### src/rtl/mux_rr_sched.sv
// Round-robin burst scheduler for a shared 4-input mux: one owner at a time,
// held until it drops its request or MAX_BURST cycles elapse.
module mux_rr_sched #(
  parameter int unsigned MAX_BURST = 4,
  parameter int unsigned CNT_W     = $clog2(MAX_BURST + 1)
) (
  input  logic       clk,
  input  logic       rst,
  input  logic [3:0] req,
  output logic [3:0] gnt,
  output logic [1:0] sel,
  output logic       en
);

  typedef enum logic {IDLE, GRANT} state_t;

  state_t           state_q, state_d;
  logic [3:0]       gnt_q, gnt_d;
  logic [1:0]       sel_q, sel_d;
  logic [1:0]       ptr_q, ptr_d;
  logic             en_q, en_d;
  logic [CNT_W-1:0] cnt_q, cnt_d;

  logic [1:0] scan_start;
  logic [7:0] req_dbl;
  logic [3:0] req_rot;
  logic [1:0] win_off;
  logic [1:0] winner;
  logic       any_req;
  logic       burst_done;

  // While granted, the search starts just past the owner so the owner ranks last.
  assign scan_start = (state_q == GRANT) ? sel_q + 2'd1 : ptr_q;
  assign req_dbl    = {req, req};
  assign req_rot    = req_dbl[scan_start +: 4];
  assign any_req    = |req;
  assign burst_done = !req[sel_q] || (cnt_q == CNT_W'(MAX_BURST));

  always_comb begin
    win_off = 2'd0;
    for (int k = 3; k >= 0; k--) begin
      if (req_rot[k]) win_off = 2'(k);
    end
  end

  assign winner = scan_start + win_off;

  always_comb begin
    state_d = state_q;
    gnt_d   = gnt_q;
    sel_d   = sel_q;
    ptr_d   = ptr_q;
    en_d    = en_q;
    cnt_d   = cnt_q;
    case (state_q)
      IDLE: begin
        if (any_req) begin
          state_d = GRANT;
          gnt_d   = 4'b0001 << winner;
          sel_d   = winner;
          en_d    = 1'b1;
          cnt_d   = CNT_W'(1);
        end
      end
      GRANT: begin
        if (!burst_done) begin
          cnt_d = cnt_q + CNT_W'(1);
        end else begin
          ptr_d = sel_q + 2'd1;
          if (any_req) begin
            gnt_d = 4'b0001 << winner;
            sel_d = winner;
            cnt_d = CNT_W'(1);
          end else begin
            // sel keeps its last value; en=0 forces the mux output to zero.
            state_d = IDLE;
            gnt_d   = 4'b0000;
            en_d    = 1'b0;
            cnt_d   = '0;
          end
        end
      end
      default: begin
        state_d = IDLE;
        gnt_d   = 4'b0000;
        en_d    = 1'b0;
        cnt_d   = '0;
      end
    endcase
  end

  always_ff @(posedge clk) begin
    if (rst) begin
      state_q <= IDLE;
      gnt_q   <= 4'b0000;
      sel_q   <= 2'd0;
      ptr_q   <= 2'd0;
      en_q    <= 1'b0;
      cnt_q   <= '0;
    end else begin
      state_q <= state_d;
      gnt_q   <= gnt_d;
      sel_q   <= sel_d;
      ptr_q   <= ptr_d;
      en_q    <= en_d;
      cnt_q   <= cnt_d;
    end
  end

  assign gnt = gnt_q;
  assign sel = sel_q;
  assign en  = en_q;

endmodule
### config.mk
export PLATFORM = sky130hd
export DESIGN_NAME = mux_rr_sched
export DESIGN_NICKNAME = d
export VERILOG_FILES = /design/src/rtl/mux_rr_sched.sv
export SDC_FILE = /design/constraint.sdc
export NUM_CORES = 1
export LEC_CHECK = 0
export BUFFER_PORTS_ARGS = -buffer_cell sky130_fd_sc_hd__buf_2
export CAP_MARGIN = 10
export CELL_PAD_IN_SITES_DETAIL_PLACEMENT = 0
export CELL_PAD_IN_SITES_GLOBAL_PLACEMENT = 1
export CORE_ASPECT_RATIO = 1.4
export CORE_MARGIN = 4
export CORE_UTILIZATION = 30
export DETAILED_ROUTE_END_ITERATION = 8
export GPL_TIMING_DRIVEN = 1
export PLACE_DENSITY_LB_ADDON = 0.12
export SLEW_MARGIN = 40
export SYNTH_ARGS = -nofsm -noshare
export SYNTH_HDL_FRONTEND = slang
export SYNTH_SLANG_ARGS = --single-unit
### constraint.sdc
create_clock -name clk -period 5.9 [get_ports clk]
set_input_delay 0.885 -clock clk [delete_from_list [all_inputs] [get_ports clk]]
set_output_delay 0.885 -clock clk [all_outputs]
set_load 0.02 [all_outputs]
### Word level (Yosys, flattened, before mapping)

Index checks and enable logic that the tools add are counted.

* bits of input ports: 6
* output and inout port bits: 7
* logic and storage cells: 48
* register bits after elaboration: 13

* $add $sub $neg: 3
* reduce and logical (&&, ||, !) cells: 6
* mux-type cells: 25
* eq/ne operators: 4
* shifts and indexed selects: 2
* bitwise logic cells: 1
* $lt $le $gt $ge: 1

Operator list (number)
* 2-bit 2-to-1 mux: 7
* 4-bit 2-to-1 mux: 3
* 4-bit case mux with 2 select lines: 1
* 8-bit by 3-bit variable part select with 4-bit output: 1
* 1-bit 2-to-1 mux: 7
* 3-bit 2-to-1 mux: 2
* 3-bit case mux with 2 select lines: 1
* 2-bit inequality test (second input constant): 2
* 1-bit case mux with 2 select lines: 2
* 2-bit case mux with 2 select lines: 1
* 2-bit AND reduction: 2
* 4-bit OR reduction: 1
* 1-bit by 2-bit left shift with 4-bit output (first input constant): 1
* 3-bit by 1-bit adder with 3-bit output (second input constant): 1
* 3-bit equality test (second input constant): 1
* 2-bit by 3-bit less-than comparator with 1-bit output (second input constant): 1
* 3-bit AND reduction: 1
* 2-bit by 1-bit adder with 2-bit output (second input constant): 1
* 2-bit adder: 1
* 1-bit binary-select mux with 2-bit select: 1
* 2-bit by 1-bit inequality test with 1-bit output (second input constant): 1
* 1-bit zero test: 1
* 1-bit logical OR: 1
* 1-bit NOT: 1

### Longest topological paths before layout

Gate-level depths: netlist of the first run.

* depth after elaboration: 12
* depth in mapped cells: 10
* depth with buffers taken out: 10

### Worst setup path after synthesis of the first run

No wires, ideal clock.

* path kind: register to register
* from: reg sel_q[0], in the netlist sel[0]
* to: reg gnt_q[1], in the netlist gnt[1]
* period minus slack after synthesis: 2.151 ns
* arrival: 2.033 ns
* setup time: 0.117 ns
* stages on the path, launching flop included: 10
* data required time: 5.783 ns
* slack: 3.749 ns
* path buffers: 0
* cells stage by stage: dfxtp_1 -> xor2_1 -> mux2i_1 -> nand2_1 -> a21oi_1 -> a2bb2oi_1 -> o21ai_0 -> ha_1 -> xor2_2 -> a32o_1

* longest elaborated chain between the ends: 12

RTL lines
* start: declaration: RTL line 19 `logic [1:0] sel_q, sel_d;`
* start signal: assignment: RTL line 103 `sel_q <= sel_d;`
* 2-bit by 1-bit adder with 2-bit output: RTL line 33 `assign scan_start = (state_q == GRANT) ? sel_q + 2'd1 : ptr_q;`
* 2-bit 2-to-1 mux: RTL line 33
* 8-bit by 3-bit variable part select with 4-bit output: RTL line 35 `assign req_rot = req_dbl[scan_start +: 4];`
* 2-bit 2-to-1 mux (4 in series): RTL line 42 `if (req_rot[k]) win_off = 2'(k);`
* 2-bit adder: RTL line 46 `assign winner = scan_start + win_off;`
* 1-bit by 2-bit left shift with 4-bit output: RTL line 59, 71
* 4-bit 2-to-1 mux: RTL line 70 `if (any_req) begin`
* 4-bit 2-to-1 mux: RTL line 66 `if (!burst_done) begin`
* 4-bit case mux with 2 select lines: RTL line 55 `case (state_q)`
* end signal: assignment: RTL line 102 `gnt_q <= gnt_d;`
* end: declaration: RTL line 18 `logic [3:0] gnt_q, gnt_d;`

Parallel ways exist; a longest one is shown, timed or not. The select of a mux whose other input is x is not followed.
A chain may end at the register's enable or synchronous reset.

### Final worst setup path of the first run

Same ends and word-level chain as after synthesis.

==> flow_summary.yaml, run 1 <==
critical_path:
  worstPathRequired_ps: 6070
  critPathCaptureType: "flop"
  critPathKind: "flop to flop"
  crit_arrival_ps: 2460
  start_kind: "flop"
  timing.critical_path.from: "sel[0]"
  r2r_start: "sel[0]"
  crit_fanout: 6
timing:
  fin_tns_setup_ps: 0
  max_slew.worst_pin.slew_ps: 582
  fin_crit_ps: 2290
  final.period_utilization_pct: 38.9
  rsz0062_at_grt: "no"
  layout_setup_ws_ps: 3610
  slew_headroom_pct: 60.9
  timing_hold_violations_final: 0
  slew_violations: 0
  skew_ps: 1.77
  setup_viol: 0
  fmax_mhz: 436
clock_tree:
  clock_latency_ps: 270
  cts.sinks: 13
  post_cts_buffers: 0
  ctsHtreeMaxLevel: 1
  cts_buffers: 3
  post_cts_resized: 0
  cts_root_buf: "clkbuf_4"
  hold_buffers: 0
  clk_pin_slew_ps: 80
  cts_tree: "yes"
  clockBufferDepth: 2
grt:
  grt_pass1_wl_microns: 2890
  grtUsageTotal_pct: 11.3
  antenna_found_initial: 0
  grt_max_degree: 13
  gr-total-overflow: 0
  grt_pass1_vias: 633
detailed_routing:
  avgViaCountPerCell: 4.82
  drc: 0
  initialDrtViolationCount: 2
  ant_nets: 0
  wl_per_cell_microns: 12.2
  vias: 651
  firstDrtPassIters: 4
  routed_wirelength_microns: 1640
die:
  die_y_microns: 67.5
  fp.dieW_microns: 50.5
  core_area_sq_um: 2420
  start_util_pct: 31.4
  ios: 13
  die-area_sq_um: 3410
  rows: 21
synth:
  netlist_area_sq_um: 758
  synthDistinctLibCells: 32
  yosysWarningCount: 0
  synthCells: 86
  syn-num-nets: 96
  syn_area_per_cell_sq_um: 8.82
  ys_seq_area_share_pct: 34.3
  synth_seq_cells: 13
cells_and_area:
  finish.instance_area_sq_um: 883
  area_delta_synth_final_pct: 16.5
  final_cell_mix: "14 x nor2_1, 13 x dfxtp_1, 12 x buf_2"
  fin_nets: 112
  regArea_sq_um: 260
  drive_gt1_share_pct: 24.8
  final.fill_count: 276
  multi_input_area_sq_um: 472
  diodes: 0
  final_common_cell: "nor2_1"
power:
  power_density_nw_per_um2: 338
  ir_drop_mv: 0.0973
  p_leak_nw: 0.383
placement:
  hpwlAfterDp_microns: 1330
  io_buffers: 12
  pre_cts_ws_ps: 3500
  routabilityCongestion: 0.695
  placed_cell_area_sq_um: 857
hold_path:
  hold_path_class: "flop to flop"
  hold_start: "gnt[3]"
run_status:
  status: "finished clean"
flow_run:
  max-cap-violations: 0
state kept, by name, indices dropped and copies added (netlist names):
register and cells:
en 1, ptr_q 2, gnt 4, cnt_q 3, state_q 1, sel 2
metrics by stage:
stage          util [%]  power, mW  hold slack, ps  std cells
2_1_floorplan         -      0.214             460         86
3_3_place_gp       35.5      0.249             441        131
3_5_place_dp       35.5      0.248             452        131
4_1_cts            36.5      0.304             463        135
5_1_grt            36.5      0.323             473        135
6_report           36.5      0.299             455        135
kinds of logic (layout without fill, tap and decap cells):
kind of cell             Yosys count  in the layout  synth area share (%)
XOR/XNOR                           2              2                  3.30
buffers and inverters              7             22                  3.46
adder cells (fa/ha/maj)            5              5                  8.09
AND/OR/NAND/NOR                   31             31                  20.1
AO/OA/AOI/OAI                     23             23                  22.4
flip-flops                        13             13                  34.3
multiplexers                       5              5                  8.25
cell usage after synthesis:
cell       count  share of area (%)
a211oi_1       2                2.0
a211oi_2       1                1.6
a21boi_4       1                2.5
a21oi_1        7                4.6
a21oi_2        1                1.2
a2bb2oi_1      1                1.2
a32o_1         2                2.6
and2_2         1               0.99
and2b_1        1               0.99
clkbuf_1       1               0.49
dfxtp_1       13                 34
ha_1           4                6.6
inv_1          5                2.5
inv_2          1               0.49
maj3_2         1                1.5
mux2i_1        4                5.3
mux4_2         1                3.0
nand2_1        9                4.5
nor2_1        14                6.9
nor2_4         1                1.5
nor2b_1        1               0.83
nor3_1         1               0.66
nor3b_1        1               0.99
nor4_2         1                1.6
nor4b_1        1                1.2
o21ai_0        4                2.6
o21ai_1        1               0.66
o21bai_1       1               0.99
o311a_1        1                1.3
o32ai_1        1                1.2
xor2_1         1                1.2
xor2_2         1                2.1
area by class of cell:
class | count | area share (%)
multi-input cells | 66 | 53.4
well taps | 34 | 4.82
repair buffers | 12 | 6.80
clock buffers | 4 | 2.97
inverters | 6 | 2.55
flip-flops and latches | 13 | 29.5
worst paths after layout:
check	to	slack, ps	cells after the start
hold / removal	gnt[3]	460	2
setup / recovery	gnt[1]	3610	9
setup reg to reg	gnt[1]	3610	9
hold reg to reg	gnt[3]	460	2
worst max-delay path, cell delays in order, from the launching register on:
cell	delay, ps
dfxtp_1	470
xor2_1	130
mux2i_1	400
nand2_1	100
a21oi_1	160
a2bb2oi_1	150
o21ai_0	90
ha_1	220
xor2_2	210
a32o_1	260
power by group:
group	leakage [nW]	internal, mW	switching, mW	total (mW)
sequential	0.107	0.104	0.0137	0.118
clock	0.0150	0.0261	0.0284	0.0545
combinational	0.260	0.0529	0.0736	0.126
total	0.383	0.183	0.116	0.299
routing by layer:
layer | global-route usage [%] | vias up | share of wire, %
li1 | - | 335 | -
met1 | 11.7 | 307 | 43
met2 | 20.8 | 7 | 53
met5 | 0 | - | 0
met3 | 1.99 | 2 | 1.6
met4 | 7.07 | 0 | 2.0
Note: power is estimated with default switching activity, not from simulation.
==> run 2: changes to the inputs <==
==> constraint.sdc (replaced) <==
create_clock -name clk -period 2.3 [get_ports clk]
set_input_delay 0.345 -clock clk [delete_from_list [all_inputs] [get_ports clk]]
set_output_delay 0.345 -clock clk [all_outputs]
set_load 0.02 [all_outputs]
==> run 2 against run 1 <==
Net effect: core utilization rose by 0.98 points; count of clock-buffer cells in the layout did not move; fmax is 14% higher; register-to-register slack lost 3300 ps; clock skew up 1.1 ps; sequential power increased by 150%; combinational power grew to 2.8 times the previous value; wire length is 4.6% higher; sequential share of layout area fell by 0.63 points.
==> flow_summary.yaml, run 2 (synthesized netlist as in run 1, its figures left out) <==
power:
  seqPwrFrac_pct: 37.3
  pwr-share-comb_pct: 44.7
  power_density_nw_per_um2: 866
  switching_share_pct: 38.0
  p_clk_share_pct: 18.0
  p_sw_mw: 0.299
  p_leak_nw: 0.397
  power.internal_mw: 0.487
  ir_drop_mv: 0.332
grt:
  grt_max_degree: 13
  grt_pass1_wl_microns: 2950
  gr-total-overflow: 0
  antenna_found_initial: 0
  grt_pass1_vias: 671
  grtUsageTotal_pct: 11.5
die:
  die_y_microns: 67.5
  core_area_sq_um: 2420
  start_util_pct: 31.4
  fp.dieW_microns: 50.5
  rows: 21
  ios: 13
  die-area_sq_um: 3410
critical_path:
  cp_cell_sequence: "xor2_1 > mux2i_1 > buf_4 > o32ai_1 > nand2_1 > o21ai_0 > ha_1 > nor2_1 > nand2_1 > o21ai_0"
  path_delay_family: "compound AO/OA/AOI/OAI gates"
  critPathCaptureType: "flop"
  slowest_delay_ps: 370
  worst-path-buf-inv: 1
  crit_arrival_ps: 2210
  crit_fanout: 4
  crit_path_top_delay_cell: "dfxtp_2"
  worstPathRequired_ps: 2500
  start_kind: "flop"
  timing.critical_path.from: "sel[1]"
  critPathKind: "flop to flop"
  r2r_start: "sel[1]"
detailed_routing:
  initialDrtViolationCount: 12
  vias: 643
  avgViaCountPerCell: 4.66
  routed_wirelength_microns: 1720
  drc: 0
  firstDrtPassIters: 4
  wl_per_cell_microns: 12.5
  ant_nets: 0
hold_path:
  hold_start: "rst"
  hold_path_class: "input port to flop"
clock_tree:
  cts_tree: "yes"
  cts_buffers: 3
  hold_buffers: 0
  cts.sinks: 13
  clockBufferDepth: 2
  clk_pin_slew_ps: 80
  post_cts_buffers: 0
  ctsHtreeMaxLevel: 1
  cts_root_buf: "clkbuf_4"
  clock_latency_ps: 270
timing:
  slew_violations: 0
  layout_setup_ws_ps: 292
  max_slew.worst_pin.slew_ps: 496
  fin_crit_ps: 2010
  final.period_utilization_pct: 87.3
  fmax_mhz: 498
  setup_viol: 0
  skew_ps: 2.83
  slew_headroom_pct: 66.7
  rsz0062_at_grt: "no"
  fin_tns_setup_ps: 0
  timing_hold_violations_final: 0
cells_and_area:
  diodes: 0
  utilization_pct: 37.5
  final_common_cell: "nor2_1"
  final_cell_mix: "14 x nor2_1, 12 x dfxtp_1, 12 x buf_2"
  area_delta_synth_final_pct: 19.6
  drive_gt1_share_pct: 27.9
  largest_reg_flops: 4
  fin_nets: 115
flow_run:
  max-cap-violations: 0
placement:
  pre_cts_ws_ps: 213
  hpwlAfterDp_microns: 1400
  routabilityCongestion: 0.684
  io_buffers: 12
run_status:
  status: "finished clean"
==> run 2: power by group through the flow <==
stage               Sequential (mW)  Combinational, mW  Clock [mW]
finish                        0.293              0.351       0.142
global route                  0.300              0.393       0.156
CTS                           0.293              0.359       0.150
detailed placement            0.298              0.359           0
global placement              0.295              0.358           0
floorplan                     0.339              0.209           0
==> run 2: cell type report <==
class                      count  area, sq um
inverter                       6         22.5
multi-input combinational     66          472
tap                           34         42.5
clock buffer                   4         26.3
fill                         271         1510
sequential                    13          262
timing repair buffer          15         82.6
==> run 2: layer usage <==
layer | track usage, % | wire length, microns | part of all wire (%) | vias to the layer above
met4 | 5.05 | 0 | 0 | 0
li1 | - | - | - | 343
met2 | 21.9 | 979 | 57 | 7
met1 | 12.2 | 709 | 41 | 293
met5 | 0 | 0 | 0 | -
met3 | 1.99 | 31 | 1.8 | 0
==> run 2: repair_timing <==
item / in CTS / in global routing
gates resized for setup: 0 / 1
hold endpoints to repair: 0 / 0
setup endpoints to repair: 0 / 1
==> run 2: worst reg2reg max path: cells and delay by family (launching register included) <==
family	cells	cell delay, ps
adder cells (fa/ha/maj)	1	290
XOR/XNOR	1	180
buffers and inverters	1	160
flip-flops	1	370
AO/OA/AOI/OAI	3	500
AND/OR/NAND/NOR	3	310
multiplexers	1	120
==> run 2: worst paths after layout <==
path	endpoint	slack (ps)	cells past startpoint
hold reg to reg	gnt[3]	450	2
setup / recovery	gnt[2]	290	10
hold / removal	sel[1]	410	2
setup reg to reg	gnt[2]	290	10
==> run 2: through the flow <==
stage | std cells | hold slack, ps | cell area (sq um) | total power [mW]
detailed placement | 134 | 440 | 880 | 0.657
finish | 138 | 408 | 907 | 0.786
global route | 138 | 417 | 907 | 0.849
CTS | 138 | 407 | 906 | 0.802
floorplan | 86 | 460 | 758 | 0.548
global placement | 134 | 436 | 880 | 0.653
==> run 3: changes to the inputs <==
--- a/config.mk
+++ b/config.mk
@@ -5,6 +5,7 @@
 export SDC_FILE = /design/constraint.sdc
 export NUM_CORES = 1
 export LEC_CHECK = 0
+export ABC_AREA = 1
 export BUFFER_PORTS_ARGS = -buffer_cell sky130_fd_sc_hd__buf_2
 export CAP_MARGIN = 10
 export CELL_PAD_IN_SITES_DETAIL_PLACEMENT = 0
==> constraint.sdc (replaced) <==
create_clock -name clk -period 1.8 [get_ports clk]
set_input_delay 0.27 -clock clk [delete_from_list [all_inputs] [get_ports clk]]
set_output_delay 0.27 -clock clk [all_outputs]
set_load 0.02 [all_outputs]
==> run 3 against run 2 <==
Net effect: the flow now finishes with violations (negative setup slack); synthesized cell count grew 72%; wire length grew 45%; non-clock buffer count grew 22; worst hold slack lost 70 ps; setup slack lost 430 ps; synthesized area grew 29%; critical endpoint is now gnt[0]; largest power group unchanged; highest routed layer is now met4.
==> flow_summary.yaml, run 3 <==
timing:
  hold_slack_ps: 338
  rsz0062_at_grt: "yes"
  fin_crit_ps: 1940
  final.period_utilization_pct: 108
  setup_viol: 5
  fin_tns_setup_ps: -541
  slew_violations: 0
  layout_setup_ws_ps: -135
  timing_hold_violations_final: 0
  skew_ps: 5.25
  slew_headroom_pct: 83.9
  fmax_mhz: 517
  max_slew.worst_pin.slew_ps: 239
synth:
  syn_area_per_cell_sq_um: 6.60
  yosys_most_used_dff: "dfxtp_1"
  synth_common_cells: "48 x nand2_1, 17 x inv_1, 13 x dfxtp_1"
  synth_top_area_share_pct: 26.6
  synth_edf_count: 0
  syn-num-nets: 158
  ys_top_cells_by_area: "dfxtp_1 27%, nand2_1 18%, inv_1 6.5%"
  synth_top_area_cell: "dfxtp_1"
  netlist_area_sq_um: 977
  synthDistinctLibCells: 28
  synth_seq_cells: 13
  yosysMostFrequentCell: "nand2_1"
  async_reset_ff_share_pct: 0
  synthCells: 148
  ys_seq_area_share_pct: 26.6
  yosysWarningCount: 0
critical_path:
  crit_path_top_delay_cell: "dfxtp_2"
  start_kind: "flop"
  crit_fanout: 4
  critPathCaptureType: "flop"
  worst-path-buf-inv: 2
  crit_arrival_ps: 2060
  path_delay_family: "simple AND/OR/NAND/NOR gates"
  cp_common_cell: "nand2_2"
  slowest_delay_ps: 330
  cp_cell_sequence: "buf_6 > or2_1 > nand2_2 > nand2_2 > nand2_2 > a31oi_1 > nor2_1 > ha_2 > xor2_2 > inv_1 > nand2_2 > nand2_2 > nand2_2 > a21oi_2"
  worstPathRequired_ps: 1920
  critPathKind: "flop to flop"
grt:
  gr-usage-met2_pct: 26.5
  gr-total-overflow: 0
  grtUsageTotal_pct: 12.8
  antenna_found_initial: 0
  use_met3_pct: 2.03
  top_usage_layer: "met2"
  grtUsageMet1_pct: 11.9
  grt_pass1_vias: 1051
  grt_max_degree: 11
  grt_pass1_wl_microns: 4280
clock_tree:
  clockBufferDepth: 2
  clk_pin_slew_ps: 50
  cts.sinks: 13
  ctsHtreeMaxLevel: 1
  cts_buffers: 3
  hold_buffers: 0
  cts_root_buf: "clkbuf_8"
  cts_tree: "yes"
  clock_latency_ps: 240
detailed_routing:
  firstDrtPassIters: 5
  wl_per_cell_microns: 11.1
  initialDrtViolationCount: 11
  vias: 1039
  drc: 0
  routed_wirelength_microns: 2500
  avgViaCountPerCell: 4.62
  ant_nets: 0
placement:
  placed_cell_area_sq_um: 1230
  dp.cells: 217
  routabilityCongestion: 0.880
  io_buffers: 12
  hpwlAfterDp_microns: 2100
  pre_cts_ws_ps: -158
cells_and_area:
  fin_nets: 197
  largest_reg_flops: 4
  area_delta_synth_final_pct: 39.2
  finish.instance_area_sq_um: 1360
  drive_gt1_share_pct: 40.9
  final_cells: 225
  final_cell_mix: "38 x nand2_1, 23 x buf_4, 18 x nand2_2"
  final_common_cell: "nand2_1"
  diodes: 0
run_status:
  status: "complete, but fails checks"
  violations: "negative setup slack"
power:
  power_density_nw_per_um2: 1530
  ir_drop_mv: 0.671
  p_leak_nw: 0.700
die:
  rows: 24
  core_area_sq_um: 3120
  start_util_pct: 31.3
  die-area_sq_um: 4250
  fp.dieW_microns: 56.2
  ios: 13
  die_y_microns: 75.5
hold_path:
  hold_path_class: "input port to flop"
flow_run:
  max-cap-violations: 0
==> run 3: power breakdown <==
group | internal, mW | total [mW] | switching (mW)
logic | 0.587 | 1.36 | 0.771
registers | 0.386 | 0.462 | 0.0758
clock network | 0.156 | 0.256 | 0.0996
total | 1.13 | 2.08 | 0.946
==> run 3: kinds of logic (layout without fill, tap and decap cells) <==
group                      Yosys count  after routing  synth area share, %
and+or+nand+nor                     87             87                 43.9
DFF                                 13             13                 26.6
buffers and inverters               22             60                 10.8
adders and majority gates            4              4                 5.12
xor gates and xnor gates             1              1                0.896
AOI/OAI and AO/OA                   21             21                 12.7
==> run 3: final timing paths <==
kind                               from  endpoint  slack [ps]  depth (start not counted)
worst max-delay path            state_q    gnt[0]        -140                         14
worst min-delay path                rst    gnt[0]         340                          2
worst max register to register  state_q    gnt[0]        -140                         14
worst min register to register   gnt[3]    gnt[3]         460                          2
==> run 3: timing repair <==
item	4_1_cts	5_1_grt
setup buffers	1	3
gates resized for setup	10	7
pin swaps	6	1
setup endpoints to repair	5	6
==> run 3: per-layer routing <==
layer,share of wire [%],vias to the layer above
met2,55,13
met4,3.5,0
li1,-,550
met5,0,-
met1,40,467
met3,2.0,9
==> run 3: final cells by class <==
cell class	count	area [sq um]
clock buffers	4	45.0
fillers	351	1760
inverters	19	81.3
multi-input cells	113	663
flip-flops and latches	13	267
well taps	39	48.8
repair buffers	37	255
==> run 3: per-stage QoR <==
stage	total power, mW	util [%]
after floorplan	1.30	-
after global placement	1.70	39.5
after detailed placement	1.71	39.5
after CTS	2.05	42.1
after global routing	2.26	43.5
final	2.08	43.5
